File: src/rtl/period_accum_if.sv
// Handshake/data bundle between the constant stage, period_accum and its configuration source.
// The accumulator sits on the slave side; the driving environment takes the master side.
`ifndef DATA_W
`define DATA_W 32
`endif

interface period_accum_if #(
  parameter int DATA_W = `DATA_W,
  parameter int CNT_W  = 10
);
  logic              run;
  logic              running;
  logic              done;
  logic [DATA_W-1:0] in0;
  logic [DATA_W-1:0] out0;
  logic              out0_valid;
  logic [CNT_W-1:0]  delay;
  logic [CNT_W-1:0]  period;
  logic [CNT_W-1:0]  iterations;

  modport master (
    output run, in0, delay, period, iterations,
    input  running, done, out0, out0_valid
  );

  modport slave (
    input  run, in0, delay, period, iterations,
    output running, done, out0, out0_valid
  );
endinterface

File: src/rtl/period_accum.sv
// Windowed accumulator: after run and a start delay, sums in0 over period cycles and
// publishes each window sum on out0, repeated for iterations windows.
//
// state   | meaning
// S_IDLE  | no job; done=1, waits for run to capture the configuration
// S_DELAY | start delay, down-counts captured delay, in0 ignored
// S_ACCUM | summing in0; window sum published on the last sample of each window
`ifndef DATA_W
`define DATA_W 32
`endif

module period_accum #(
  parameter int DATA_W = `DATA_W,
  parameter int CNT_W  = 10
) (
  input  logic clk,
  input  logic rst,
  period_accum_if.slave bus
);

  typedef enum logic [1:0] {
    S_IDLE  = 2'd0,
    S_DELAY = 2'd1,
    S_ACCUM = 2'd2
  } state_t;

  state_t            r_state;
  logic [CNT_W-1:0]  r_dly_cnt;
  logic [CNT_W-1:0]  r_per_last;
  logic [CNT_W-1:0]  r_per_cnt;
  logic [CNT_W-1:0]  r_iter_last;
  logic [CNT_W-1:0]  r_iter_cnt;
  logic [DATA_W-1:0] r_acc;
  logic [DATA_W-1:0] r_out0;
  logic              r_out_vld;
  logic              r_running;
  logic              r_done;

  state_t            w_state;
  logic [CNT_W-1:0]  w_dly_cnt;
  logic [CNT_W-1:0]  w_per_last;
  logic [CNT_W-1:0]  w_per_cnt;
  logic [CNT_W-1:0]  w_iter_last;
  logic [CNT_W-1:0]  w_iter_cnt;
  logic [DATA_W-1:0] w_acc;
  logic [DATA_W-1:0] w_out0;
  logic              w_out_vld;
  logic              w_running;
  logic              w_done;
  logic [DATA_W-1:0] w_sum;

  assign w_sum = r_acc + bus.in0;

  always_ff @(posedge clk) begin
    if (rst) begin
      r_state     <= S_IDLE;
      r_dly_cnt   <= '0;
      r_per_last  <= '0;
      r_per_cnt   <= '0;
      r_iter_last <= '0;
      r_iter_cnt  <= '0;
      r_acc       <= '0;
      r_out0      <= '0;
      r_out_vld   <= 1'b0;
      r_running   <= 1'b0;
      r_done      <= 1'b1;
    end else begin
      r_state     <= w_state;
      r_dly_cnt   <= w_dly_cnt;
      r_per_last  <= w_per_last;
      r_per_cnt   <= w_per_cnt;
      r_iter_last <= w_iter_last;
      r_iter_cnt  <= w_iter_cnt;
      r_acc       <= w_acc;
      r_out0      <= w_out0;
      r_out_vld   <= w_out_vld;
      r_running   <= w_running;
      r_done      <= w_done;
    end
  end

  always_comb begin
    w_state     = r_state;
    w_dly_cnt   = r_dly_cnt;
    w_per_last  = r_per_last;
    w_per_cnt   = r_per_cnt;
    w_iter_last = r_iter_last;
    w_iter_cnt  = r_iter_cnt;
    w_acc       = r_acc;
    w_out0      = r_out0;
    w_out_vld   = 1'b0;
    w_running   = r_running;
    w_done      = r_done;

    case (r_state)
      S_IDLE: begin
        w_running = 1'b0;
        w_done    = 1'b1;
        // r_running still high here means a zero-iteration job is finishing; run is ignored
        if (bus.run && !r_running) begin
          w_dly_cnt   = bus.delay;
          w_per_last  = (bus.period == '0) ? '0 : bus.period - CNT_W'(1);
          w_iter_last = bus.iterations - CNT_W'(1);
          w_per_cnt   = '0;
          w_iter_cnt  = '0;
          w_acc       = '0;
          w_running   = 1'b1;
          w_done      = 1'b0;
          if (bus.iterations == '0)
            w_state = S_IDLE;
          else if (bus.delay != '0)
            w_state = S_DELAY;
          else
            w_state = S_ACCUM;
        end
      end

      S_DELAY: begin
        w_dly_cnt = r_dly_cnt - CNT_W'(1);
        if (r_dly_cnt == CNT_W'(1))
          w_state = S_ACCUM;
      end

      S_ACCUM: begin
        if (r_per_cnt == r_per_last) begin
          w_out0     = w_sum;
          w_out_vld  = 1'b1;
          w_acc      = '0;
          w_per_cnt  = '0;
          w_iter_cnt = r_iter_cnt + CNT_W'(1);
          if (r_iter_cnt == r_iter_last) begin
            w_state   = S_IDLE;
            w_running = 1'b0;
            w_done    = 1'b1;
          end
        end else begin
          w_acc     = w_sum;
          w_per_cnt = r_per_cnt + CNT_W'(1);
        end
      end

      default: begin
        w_state   = S_IDLE;
        w_running = 1'b0;
        w_done    = 1'b1;
      end
    endcase
  end

  assign bus.out0       = r_out0;
  assign bus.out0_valid = r_out_vld;
  assign bus.running    = r_running;
  assign bus.done       = r_done;

endmodule

File: src/flat_wrapper.sv
// flat-port wrapper written by rule: the top's interface ports become plain ports
module period_accum_flat 
#(
  parameter int DATA_W = `DATA_W,
  parameter int CNT_W  = 10
)
  (clk, rst, bus_run, bus_in0, bus_delay, bus_period, bus_iterations, bus_running, bus_done, bus_out0, bus_out0_valid);
  period_accum_if #(.DATA_W(DATA_W), .CNT_W(CNT_W)) bus_i ();
  input  logic clk;
  input  logic rst;
  input wire logic [$bits(bus_i.run)-1:0] bus_run;
  input wire logic [$bits(bus_i.in0)-1:0] bus_in0;
  input wire logic [$bits(bus_i.delay)-1:0] bus_delay;
  input wire logic [$bits(bus_i.period)-1:0] bus_period;
  input wire logic [$bits(bus_i.iterations)-1:0] bus_iterations;
  output wire logic [$bits(bus_i.running)-1:0] bus_running;
  output wire logic [$bits(bus_i.done)-1:0] bus_done;
  output wire logic [$bits(bus_i.out0)-1:0] bus_out0;
  output wire logic [$bits(bus_i.out0_valid)-1:0] bus_out0_valid;
  assign bus_i.run = bus_run;
  assign bus_i.in0 = bus_in0;
  assign bus_i.delay = bus_delay;
  assign bus_i.period = bus_period;
  assign bus_i.iterations = bus_iterations;
  assign bus_running = bus_i.running;
  assign bus_done = bus_i.done;
  assign bus_out0 = bus_i.out0;
  assign bus_out0_valid = bus_i.out0_valid;
  period_accum #(.DATA_W(DATA_W), .CNT_W(CNT_W)) u_core (.clk(clk), .rst(rst), .bus(bus_i));
endmodule
File: config.mk
export PLATFORM = sky130hd
export DESIGN_NAME = period_accum_flat
export DESIGN_NICKNAME = d
export VERILOG_FILES = /design/src/rtl/period_accum_if.sv /design/src/rtl/period_accum.sv /design/src/flat_wrapper.sv
export SDC_FILE = /design/constraint.sdc
export NUM_CORES = 1
export LEC_CHECK = 0
export CAP_MARGIN = 15
export CORE_MARGIN = 4
export CORE_UTILIZATION = 45
export CTS_BUF_LIST = sky130_fd_sc_hd__clkbuf_16
export DETAILED_ROUTE_END_ITERATION = 8
export PLACE_DENSITY = 0.68
export SLEW_MARGIN = 20
export SYNTH_ARGS = -nofsm -noshare
export SYNTH_HDL_FRONTEND = slang
export SYNTH_SLANG_ARGS = --single-unit
File: constraint.sdc
create_clock -name clk -period 3.34 [get_ports clk]
set_clock_uncertainty 0.2 [all_clocks]
set_input_delay 0.501 -clock clk [delete_from_list [all_inputs] [get_ports clk]]
set_output_delay 0.501 -clock clk [all_outputs]
set_load 0.005 [all_outputs]
======== Yosys cells after proc, flatten, opt, wreduce, memory -nomap -nowiden ========
Cells that the tools add are included.
word-level totals
  register bits after elaboration ......... 119
  output and inout bits ................... 35
  logic and storage cells ................. 71
  input bits .............................. 65
cells by class
  $add $sub $neg .......................... 6
  multiplexer cells ....................... 27
  equality and inequality tests ........... 9
  bitwise operators ....................... 2
  reductions and logical operators ........ 16
operators with widths
  operator                 count
  $mux W32                 2
  $pmux W32 S2             1
  $pmux W10 S2             3
  $mux W10                 5
  $add A32 B32 Y32         1
  $sub A10 B1 Y10 const B  3
  $add A10 B1 Y10 const B  2
  $eq A10 B10 Y1           2
  $logic_not A10 Y1        2
  $mux W2                  6
  $eq A10 B1 Y1 const B    1
  $reduce_bool A10 Y1      1
  $ne A2 B1 Y1 const B     4
  $reduce_and A2 Y1        4
  $mux W1                  7
  $pmux W1 S3              2
  $pmux W2 S3              1
  $reduce_and A3 Y1        2
  $reduce_and A4 Y1        1
  $reduce_bool A2 Y1       2
  $eq A2 B1 Y1 const B     1
  $eq A2 B2 Y1 const B     1
  $logic_not A2 Y1         1
  $not A1 Y1               2
  other kinds (3)          3

======== Longest topological paths before layout ========
  depth after elaboration ................. 5
  gate-level depth with buffers ........... 11
  depth with buffers taken out ............ 11

======== Worst setup path before layout ========
No wires, ideal clock.
  path type ............................... input to register
  start ................................... input bus_in0[0]
  end ..................................... register u_core.r_out0[26] (netlist: u_core.bus.out0[26])
  buffers on the path ..................... 0
  arrival ................................. 2.787 ns
  setup slack ............................. 0.221 ns
  required time ........................... 3.008 ns
  stages .................................. 11
  setup time .............................. 0.132 ns
  path through ............................ ha_1 > fa_1 > a21oi_1 > o21ai_2 > and4_4 > o211ai_4 > a2111oi_4 > o2111a_1 > or4_4 > nand3_2 > a21oi_1
between the ends
  word-level cells in the longest chain between the ends .. 1
RTL lines
  element               line                text
  start, declared       flat_wrapper.sv:12  input wire logic [$bits(bus_i.in0)-1:0] bus_in0;
  $add A32 B32 Y32      period_accum.sv:52  assign w_sum = r_acc + bus.in0;
  end signal, assigned  period_accum.sv:75  r_out0 <= w_out0;
  end, declared         period_accum.sv:34  logic [DATA_W-1:0] r_out0;
No other way between the ends.
A chain may end at the register's enable or synchronous reset.

======== Worst setup path in the final report ========
Ends and elaborated chain as after synthesis.

==> summary.txt <==
STA
  • Relative slew margins: between 50% and 60%
  • Setup tns final: 0 ps
  • Final count of negative-setup-slack endpoints: 0
  • Setup WS post-layout: 82.9 ps
  • Final period util: between 90% and 100%
  • Final Slew Violations: 0
  • Final Hold Fails: 0
  • Least-Margin Pin Slew: just over 600 ps
  • Fmax: around 0.3 GHz
  • Unrepaired setup endpoints after global routing: false
  • Fin crit period: 3260 ps

Routing
  • Drt first pass iters: 5
  • Post-route ant nets: 0
  • Vias per cell: 5.49
  • Vias: 6,353
  • Post-Route WL: 17,300 um
  • Post-route DRC violation count: 0
  • Avg WL per Cell: 14.9 um
  • Initial DRC Count: about 320

Layout
  • Antenna diode count: 0
  • Most common cell after layout, fill and taps aside: dfxtp_1
  • NumNets Final: 1,065
  • Utilization of the core after routing: 59.6%
  • Fillers: 1,331
  • Commonest cells after routing, fill and taps aside: dfxtp_1 (119), nand2_1 (102), clkdlybuf4s50_1 (98)
  • Area delta synth->final: 28.8%
  • Ratio of cells with drive above 1 in the final layout: 11.2%
  • Post-route design area: slightly below 9000 sq um

Clocking
  • H-tree levels: 4
  • Clock latency on the worst-skew pair: 420 ps
  • Clock transition at path regs: 50 ps
  • Hold buffers post-CTS: 0
  • Root Buffer: clkbuf_16
  • Clk buf depth: 2
  • CTS tree: yes
  • TritonCTS Buffers: 17
  • CTS sink count: 119

Power
  • Power Total: 3.95 mW
  • VDD IR max: 0.348 mV
  • Power Density: 451 nW/um^2
  • LEAKAGE: 3.50 nW

Floorplanning
  • Die X: roughly 130 um
  • Die Area: 17,200 sq um
  • CORE AREA: approximately 15,000 sq um
  • Row count: 44
  • Initial Util: 46.3%
  • Num ports: 100
  • Die Y: 131 um

Critical path
  • Worst Path Max Fanout: 3
  • Worst Setup End Kind: flop
  • Worst R2R Path Depth: 11
  • CP required: 3420 ps
  • CP arrival: 3340 ps
  • R2r setup slk: 290 ps
  • WS Path Type: in2reg
  • Worst Setup Start Kind: input pin

Global route
  • Largest net degree at the start of global routing: 44
  • Initial antenna violation count: 0
  • Tot GR Track Use: 20.4%
  • Vias in the first global route: 5,993
  • First-pass GRT wire length: between 20,000 and 30,000 um
  • GR Overflow Total: 0

Synth
  • Synth warn: 0
  • Yosys reg bits: 119
  • Distinct cells, synth: between 70 and 80
  • Synth Instances: slightly above 800
  • Number of flops mapped to enable cells by yosys: 0
  • Seq/Total Area, Yosys: 35.0%
  • Mapped Area: 6810 sq um
  • Ys flop type: dfxtp_1
  • Synthesized Nets: 931
  • Syn_area_per_cell: 8.22 sq um
  • Ys async rst share: 0%

Placement
  • Hpwl dp: 12,600 um
  • Post-DP Area: 8260 sq um
  • Pre-CTS setup slack: -410 ps
  • Placer congestion estimate: 0.856
  • I/O Buffers: 99

Run status
  • Status: complete, no violations

Hold path
  • Hold Path Depth: 2
  • Hold Crit Class: reg2reg

Job
  • Maxcap violations: 0
[registers in the layout (all words and copies together), names as in the netlist]
name / cells
u_core.r_iter_cnt: 10
u_core.bus.done: 1
u_core.r_per_last: 10
u_core.r_iter_last: 10
u_core.bus.out0_valid: 1
u_core.bus.running: 1
u_core.r_per_cnt: 10
u_core.bus.out0: 32
u_core.r_dly_cnt: 10
u_core.r_state: 2
u_core.r_acc: 32
[through the flow]
stage	cells	hold slack, ps
finish	1158	252
detailed placement	1126	242
global placement	1126	238
global route	1158	272
CTS	1157	250
floorplan	828	220
[layout make-up]
cell class	count	area [sq um]	share of cell area [%]
inverter	16	60.1	0.685
multi-input combinational	654	4200	47.9
clock buffer	17	425	4.85
sequential	119	2380	27.2
tap	184	230	2.63
clock inverter	14	70.1	0.799
timing repair buffer	154	1400	16.0
[path summary, 6_finish.rpt]
path | start | endpoint
max reg2reg | u_core.r_acc[0]$_SDFFE_PP0P_ | u_core.bus.out0[26]$_SDFFE_PP0P_
min | u_core.r_acc[26]$_SDFFE_PP0P_ | u_core.r_acc[26]$_SDFFE_PP0P_
min reg2reg | u_core.r_acc[26]$_SDFFE_PP0P_ | u_core.r_acc[26]$_SDFFE_PP0P_
max | bus_in0[0] | u_core.bus.out0[26]$_SDFFE_PP0P_
[where the power goes]
part | leakage (nW) | switching, mW | internal, mW
Sequential | 0.965 | 0.0700 | 1.51
Clock | 0.253 | 0.630 | 0.916
Combinational | 2.28 | 0.444 | 0.378
Total | 3.50 | 1.14 | 2.81
[worst max-delay path: stages]
cell and delay (ps):
clkdlybuf4s50_1 410, ha_1 230, fa_2 370, a21oi_2 190
o21ai_2 90, and4_4 210, o211ai_4 240, a2111oi_4 120
o2111a_1 300, or4_4 530, nand3_2 90, a21oi_1 50
[cells by family (layout without fill, tap and decap cells)]
| group | count (synthesis) | count (layout) | share of synthesized area [%] |
|---|---|---|---|
| adders and majority gates | 38 | 38 | 7.10 |
| DFF | 119 | 119 | 35.0 |
| and+or+nand+nor | 325 | 325 | 23.1 |
| buffers and inverters | 55 | 201 | 3.59 |
| muxes | 2 | 2 | 0.294 |
| xor gates and xnor gates | 71 | 71 | 9.34 |
| AOI/OAI and AO/OA | 218 | 218 | 21.5 |
[per-layer routing]
| layer | part of all wire [%] | track usage, % | vias up |
|---|---|---|---|
| met3 | 4.2 | 4.07 | 22 |
| met4 | 1.7 | 7.14 | 0 |
| li1 | - | - | 3241 |
| met1 | 48 | 27.5 | 2962 |
| met5 | 0 | 0 | - |
| met2 | 46 | 32.7 | 128 |
[Yosys cell counts, types with 5 or more instances]
| cell | instances | area [sq um] |
|---|---|---|
| a211oi_1 | 16 | 120 |
| clkbuf_1 | 26 | 97.6 |
| a21oi_1 | 79 | 395 |
| a21o_1 | 16 | 120 |
| inv_1 | 16 | 60.1 |
| nor4_1 | 8 | 50.1 |
| a22o_1 | 8 | 70.1 |
| o31ai_1 | 6 | 45.0 |
| nand3b_1 | 10 | 75.1 |
| nor2b_1 | 7 | 43.8 |
| o21ai_0 | 29 | 145 |
| xnor2_1 | 50 | 438 |
| and3_1 | 14 | 87.6 |
| buf_1 | 5 | 18.8 |
| nand3_1 | 27 | 135 |
| nand4_1 | 9 | 56.3 |
| nor3_1 | 13 | 65.1 |
| nand2_1 | 102 | 383 |
| or3_1 | 10 | 62.6 |
| xor2_1 | 20 | 175 |
| dfxtp_1 | 119 | 2380 |
| a31oi_1 | 8 | 50.1 |
| a22oi_1 | 18 | 135 |
| nor2_1 | 88 | 330 |
| ha_1 | 37 | 463 |
| nand2b_1 | 9 | 56.3 |
[repair_timing]
action	CTS	global route
hold endpoints to repair	0	0
resized for setup	0	2
setup endpoints to repair	0	2
buffers inserted	0	1
Note: power is estimated with default switching activity, not from simulation.
